==> src/rtl/sdf_bf2_stage.sv <==
// Radix-2 single-path delay-feedback butterfly stage, 16 lanes wide.
// Drives and consumes an external free-running delay buffer of DEPTH/16 cycles.
module sdf_bf2_stage #(
    parameter int unsigned DEPTH = 256,
    parameter int unsigned WIDTH = 10
) (
    input  logic                    clk,
    input  logic                    rstn,
    input  logic                    din_valid,
    input  logic signed [WIDTH-1:0] di_re    [0:15],
    input  logic signed [WIDTH-1:0] di_im    [0:15],
    output logic signed [WIDTH:0]   db_di_re [0:15],
    output logic signed [WIDTH:0]   db_di_im [0:15],
    input  logic signed [WIDTH:0]   db_do_re [0:15],
    input  logic signed [WIDTH:0]   db_do_im [0:15],
    output logic                    do_valid,
    output logic signed [WIDTH:0]   do_re    [0:15],
    output logic signed [WIDTH:0]   do_im    [0:15],
    output logic                    err
);

    localparam int unsigned D  = DEPTH / 16;
    localparam int unsigned CW = (D > 1) ? $clog2(D) : 1;
    localparam logic [CW-1:0] CntLast = CW'(D - 1);

    typedef enum logic [1:0] {StIdle, StFill, StBfly, StDrain} state_e;

    state_e                 state_q, state_d;
    logic [CW-1:0]          cnt_q, cnt_d;
    logic                   pending_q, pending_d;
    logic                   err_q, err_d;
    logic                   do_valid_q, do_valid_d;
    logic signed [WIDTH:0]  do_re_q [0:15];
    logic signed [WIDTH:0]  do_im_q [0:15];
    logic signed [WIDTH:0]  do_re_d [0:15];
    logic signed [WIDTH:0]  do_im_d [0:15];
    logic signed [WIDTH:0]  di_ext_re [0:15];
    logic signed [WIDTH:0]  di_ext_im [0:15];
    logic                   cnt_last;

    assign cnt_last = (cnt_q == CntLast);

    // Control: din_valid only steers the FSM on frame boundaries; elsewhere it is a
    // protocol check.
    always_comb begin
        state_d   = state_q;
        cnt_d     = cnt_q;
        pending_d = pending_q;
        err_d     = err_q;
        unique case (state_q)
            StIdle: begin
                if (din_valid) begin
                    state_d = StFill;
                    cnt_d   = '0;
                end
            end
            StFill: begin
                if (!din_valid) err_d = 1'b1;
                if (cnt_last) begin
                    state_d = StBfly;
                    cnt_d   = '0;
                end else begin
                    cnt_d = cnt_q + 1'b1;
                end
            end
            StBfly: begin
                if (cnt_last) begin
                    pending_d = 1'b1;
                    cnt_d     = '0;
                    state_d   = din_valid ? StFill : StDrain;
                end else begin
                    if (!din_valid) err_d = 1'b1;
                    cnt_d = cnt_q + 1'b1;
                end
            end
            StDrain: begin
                if (cnt_last) begin
                    pending_d = 1'b0;
                    cnt_d     = '0;
                    state_d   = din_valid ? StFill : StIdle;
                end else begin
                    if (din_valid) err_d = 1'b1;
                    cnt_d = cnt_q + 1'b1;
                end
            end
            default: state_d = StIdle;
        endcase
    end

    always_comb begin
        for (int k = 0; k < 16; k++) begin
            di_ext_re[k] = {di_re[k][WIDTH-1], di_re[k]};
            di_ext_im[k] = {di_im[k][WIDTH-1], di_im[k]};
        end
    end

    // Datapath: FILL stores x[n], BFLY emits the sum and stores the difference,
    // DRAIN flushes the stored differences once input has stopped.
    always_comb begin
        do_valid_d = 1'b0;
        for (int k = 0; k < 16; k++) begin
            db_di_re[k] = '0;
            db_di_im[k] = '0;
            do_re_d[k]  = do_re_q[k];
            do_im_d[k]  = do_im_q[k];
            unique case (state_q)
                StFill: begin
                    db_di_re[k] = di_ext_re[k];
                    db_di_im[k] = di_ext_im[k];
                    do_re_d[k]  = db_do_re[k];
                    do_im_d[k]  = db_do_im[k];
                end
                StBfly: begin
                    db_di_re[k] = db_do_re[k] - di_ext_re[k];
                    db_di_im[k] = db_do_im[k] - di_ext_im[k];
                    do_re_d[k]  = db_do_re[k] + di_ext_re[k];
                    do_im_d[k]  = db_do_im[k] + di_ext_im[k];
                end
                StDrain: begin
                    do_re_d[k] = db_do_re[k];
                    do_im_d[k] = db_do_im[k];
                end
                default: ;
            endcase
        end
        unique case (state_q)
            StFill:  do_valid_d = pending_q;
            StBfly:  do_valid_d = 1'b1;
            StDrain: do_valid_d = 1'b1;
            default: do_valid_d = 1'b0;
        endcase
    end

    always_ff @(posedge clk or negedge rstn) begin
        if (!rstn) begin
            state_q    <= StIdle;
            cnt_q      <= '0;
            pending_q  <= 1'b0;
            err_q      <= 1'b0;
            do_valid_q <= 1'b0;
            do_re_q    <= '{default: '0};
            do_im_q    <= '{default: '0};
        end else begin
            state_q    <= state_d;
            cnt_q      <= cnt_d;
            pending_q  <= pending_d;
            err_q      <= err_d;
            do_valid_q <= do_valid_d;
            do_re_q    <= do_re_d;
            do_im_q    <= do_im_d;
        end
    end

    assign do_valid = do_valid_q;
    assign do_re    = do_re_q;
    assign do_im    = do_im_q;
    assign err      = err_q;

endmodule

==> config.mk <==
export PLATFORM = sky130hd
export DESIGN_NAME = sdf_bf2_stage
export DESIGN_NICKNAME = d
export VERILOG_FILES = /design/src/rtl/sdf_bf2_stage.sv
export SDC_FILE = /design/constraint.sdc
export NUM_CORES = 2
export LEC_CHECK = 0
export CAP_MARGIN = 10
export CORE_AREA = 5 5 529 531
export CTS_CLUSTER_DIAMETER = 60
export DETAILED_ROUTE_END_ITERATION = 16
export DIE_AREA = 0 0 534 536
export GPL_TIMING_DRIVEN = 1
export PLACE_DENSITY_LB_ADDON = 0.15
export SYNTH_ARGS = -nofsm -noshare
export SYNTH_HDL_FRONTEND = slang
export SYNTH_SLANG_ARGS = --single-unit
==> constraint.sdc <==
create_clock -name clk -period 2.7 [get_ports clk]
set_input_delay 0.405 -clock clk [delete_from_list [all_inputs] [get_ports clk]]
set_output_delay 0.405 -clock clk [all_outputs]
set_load 0.005 [all_outputs]
==> run summary <==
Slew Viols, Final - 0
pin count of the biggest net entering global routing - 118
Seq pwr share - 12.1%
asr flop ratio synth - 100.0%
share of layout cells above drive strength 1 - 34.40%
P_int - 47.14 mW
Post-Syn Nets - 8268
global placer's final weighted congestion - 0.9335
Chip Height - 536 microns
MaxCap Viol Count - 0
fin cells - 13900
post-route setup slack - -0.6313 ns
Power Total - 86.96 mW
total CTS buffers - 102
Total Nets Final - 11560
clock share of power - 15.1%
RSZ-0062 raised after global routing - true
gr usage total - 22.58%
Core Area - 275000 sq um
filler cell count - 28780
multi-input combinational cell area - 42610 sq um
met3 usage - 6.133%
EDFF count, synth - 0
row cnt - 193
Fin. Hold Viols - 0
Synth Register Bits - 361
CTS tree - done
Synth Flop Type - dfrtp_1
grt ovf - 0
1st-pass router iterations - 5
met1 usage - 26.84%
initial core utilization - 18.42%
Fmax - 0.3002 GHz
vias in the first global route - 63980
data required time of the worst path - 2.30 ns
CTS max path bufs - 4
startpoint types - flip-flop
dpl ws - -1.681 ns
# clock sinks - 361
Die X - 534 microns
GR Util met2 - 39.89%
initial antenna violation count - 136
Initial DRC Count - 3410
WL final - 347500 microns
Register Area - 9034 sq um
crit path kind - flip-flop to output port
drt drc - 0
Post-DP HPWL - 275500 microns
top-level port count - 1381
sequential area share after synthesis - 17.83%
Final min period - 3.331 ns
CP endpoint kind - output port
final core occ - 34.46%
worst-margin pin slew - 0.7672 ns
Worst-path clk slew - 0.05 ns
Avg Inst Size Synth - 7.363 sq um
area grow syn2layout - 87.00%
via count - 62780
Worst Clk Skew - 0.03443 ns
ANT nets after route - 0
leak pwr - 43.92 nW
Yosys Warn Count - 0
post-DR wirelength/cell - 25.00 microns
count of cell types in the netlist - 68
post-DR vias/cell - 4.517
Tcrit/Tclk final - 123.4%
GRT busiest layer - met2
Root Driver - clkbuf_16
Slew HR - 48.70%
clock latency on the worst-skew pair - 0.81 ns
failing checks - setup timing
Port Buffers - 1380
status - finished, violations left
Mapped Cells - 6883
dpl cells - 13420
Post-Syn Area - 50680 sq um
H-tree Lvls - 3
first-pass GRT wire length - 473200 microns
Max VDD drop - 673.2 uV
Power Density - 917.6 nW/um^2
Hold WC Path Type - input port to flip-flop
Final Setup Violations - 352
Comb power frac - 72.8%
worst-path fanout max - 6
Switch Pwr - 39.82 mW
CP Data Arrival Time - 2.93 ns
Switching Fraction - 45.79%
Die Area - 286200 sq um
cells by family after synthesis:
logic type,synth area share [%]
AND/OR/NAND/NOR,21.47
AO/OA/AOI/OAI,25.11
buffers and inverters,8.064
adder cells (fa/ha/maj),18.48
XOR/XNOR,7.846
flip-flops,17.83
multiplexers,1.205
cells in the final DEF, fill, tap and decap left out, types with 42 or more instances in the layout:
cell / netlist / layout
dlygate4sd2_1: 0 / 131
inv_1: 593 / 554
and3_1: 98 / 98
o21ai_2: 0 / 50
ha_1: 646 / 548
o21bai_1: 122 / 120
clkbuf_2: 1 / 56
buf_2: 52 / 113
o31ai_4: 5 / 44
o21ai_4: 0 / 48
buf_4: 5 / 1977
nand2b_1: 156 / 150
xor2_1: 73 / 66
dfrtp_1: 361 / 361
a21oi_2: 17 / 55
ha_4: 0 / 85
nor4_1: 65 / 65
diode_2: 0 / 42
or3_1: 55 / 49
o21ai_1: 7 / 53
buf_6: 24 / 174
clkdlybuf4s50_1: 0 / 834
nor3_1: 130 / 124
mux2i_1: 61 / 61
xnor2_1: 381 / 368
nand3_1: 67 / 65
a31oi_1: 104 / 56
nor2_1: 488 / 481
a21oi_1: 533 / 489
nand2_1: 746 / 657
nand2_4: 0 / 46
clkbuf_16: 0 / 119
dlymetal6s2s_1: 0 / 102
nor2b_1: 225 / 158
o21ai_0: 678 / 534
buf_12: 0 / 97
nand3b_1: 59 / 59
nand2_2: 0 / 42
o21a_1: 109 / 109
worst max-delay path: stages (launching register included):
cell and delay [ns]:
dfrtp_1 0.37, inv_2 0.08, ha_4 0.31, buf_12 0.13
nand2_8 0.07, buf_12 0.17, buf_12 0.15, buf_12 0.14
or3_1 0.36, o21ai_2 0.09, buf_6 0.15, buf_6 0.10
metrics by stage:
stage	area [sq um]	TNS, ns	hold slack [ns]
4_1_cts	89960	-227.92	0.01848
3_5_place_dp	82820	-277.82	0.3367
3_3_place_gp	82820	-278.53	0.3398
6_report	94770	-135.79	0.03227
2_1_floorplan	50680	0	0.1094
5_1_grt	94700	-181.35	0.008700
Yosys cell counts, drive strengths merged, types with 39 or more instances:
cell type,instances,area (sq um)
a31oi,104,650.6
and3,98,613.1
nor2b,230,1476
nand2,746,2800
clkbuf,333,1251
o21a,109,818.3
buf,92,609.3
nor2,488,1832
nor3,130,650.6
nand3b,59,442.9
mux2i,61,610.6
nor4,65,406.6
ha,646,8083
o31ai,78,774.5
a21oi,550,2816
a22oi,55,412.9
or4,44,330.3
xnor2,381,3337
xor2,73,639.4
nand3,67,335.3
o211ai,51,437.9
inv,593,2226
o21bai,123,934.7
a21boi,74,555.5
a211oi,59,518.0
fa,64,1281
or3,65,456.7
a21o,39,292.8
o21ai,685,3428
nand2b,156,975.9
dfrtp,361,9034
what timing repair did:
item                                    in CTS  in global routing
buffers inserted                           122                171
cloned                                      17                 18
resized for setup                         1284               1484
endpoints found under the setup margin     364                352
pin swaps                                  234                237
hold endpoints to repair                   275                  1
hold buffers                                 1                  1
worst paths after layout:
check                                             from                     end  slack [ns]  cells after the start
worst min-delay path                      db_do_re[91]   do_re[91]$_DFFE_PN0P_        0.03                      4
worst max register to register  state_q[1]$_DFFE_PN0P_  do_re[165]$_DFFE_PN0P_        0.06                     12
min in group asynchronous                         rstn  do_im[137]$_DFFE_PN0P_        0.13                      2
worst min register to register  do_re[102]$_DFFE_PN0P_  do_re[102]$_DFFE_PN0P_        0.48                      2
max in group asynchronous                         rstn   do_im[84]$_DFFE_PN0P_        1.63                      4
worst max-delay path            state_q[1]$_DFFE_PN0P_            db_di_im[43]       -0.63                     11
power by group through the flow:
stage	logic [mW]	registers (mW)	clock network [mW]
finish	63.3	10.5	13.1
global route	67.4	10.8	13.7
CTS	58.0	10.6	13.6
detailed placement	53.4	10.6	0
global placement	53.4	10.6	0
floorplan	18.8	9.99	0
registers in the layout, indices dropped and copies added (netlist names):
name / cells
do_valid: 1
pending_q: 1
cnt_q: 4
err: 1
do_re: 176
state_q: 2
do_im: 176
metal layers:
| layer | part of all wire, % | wire [microns] |
|---|---|---|
| met5 | 0.11 | 385 |
| met4 | 3.2 | 11100 |
| met3 | 7.0 | 24230 |
| met2 | 48 | 167700 |
| met1 | 41 | 144100 |
layout make-up:
type	instances	area share (%)
sequential	361	9.532
multi-input combinational	5504	44.96
inverter	593	2.354
timing repair buffer	3608	34.54
clock buffer	124	2.940
tap	3607	4.762
antenna	42	0.1109
clock inverter	59	0.8027
Note: power is estimated with default switching activity, not from simulation.
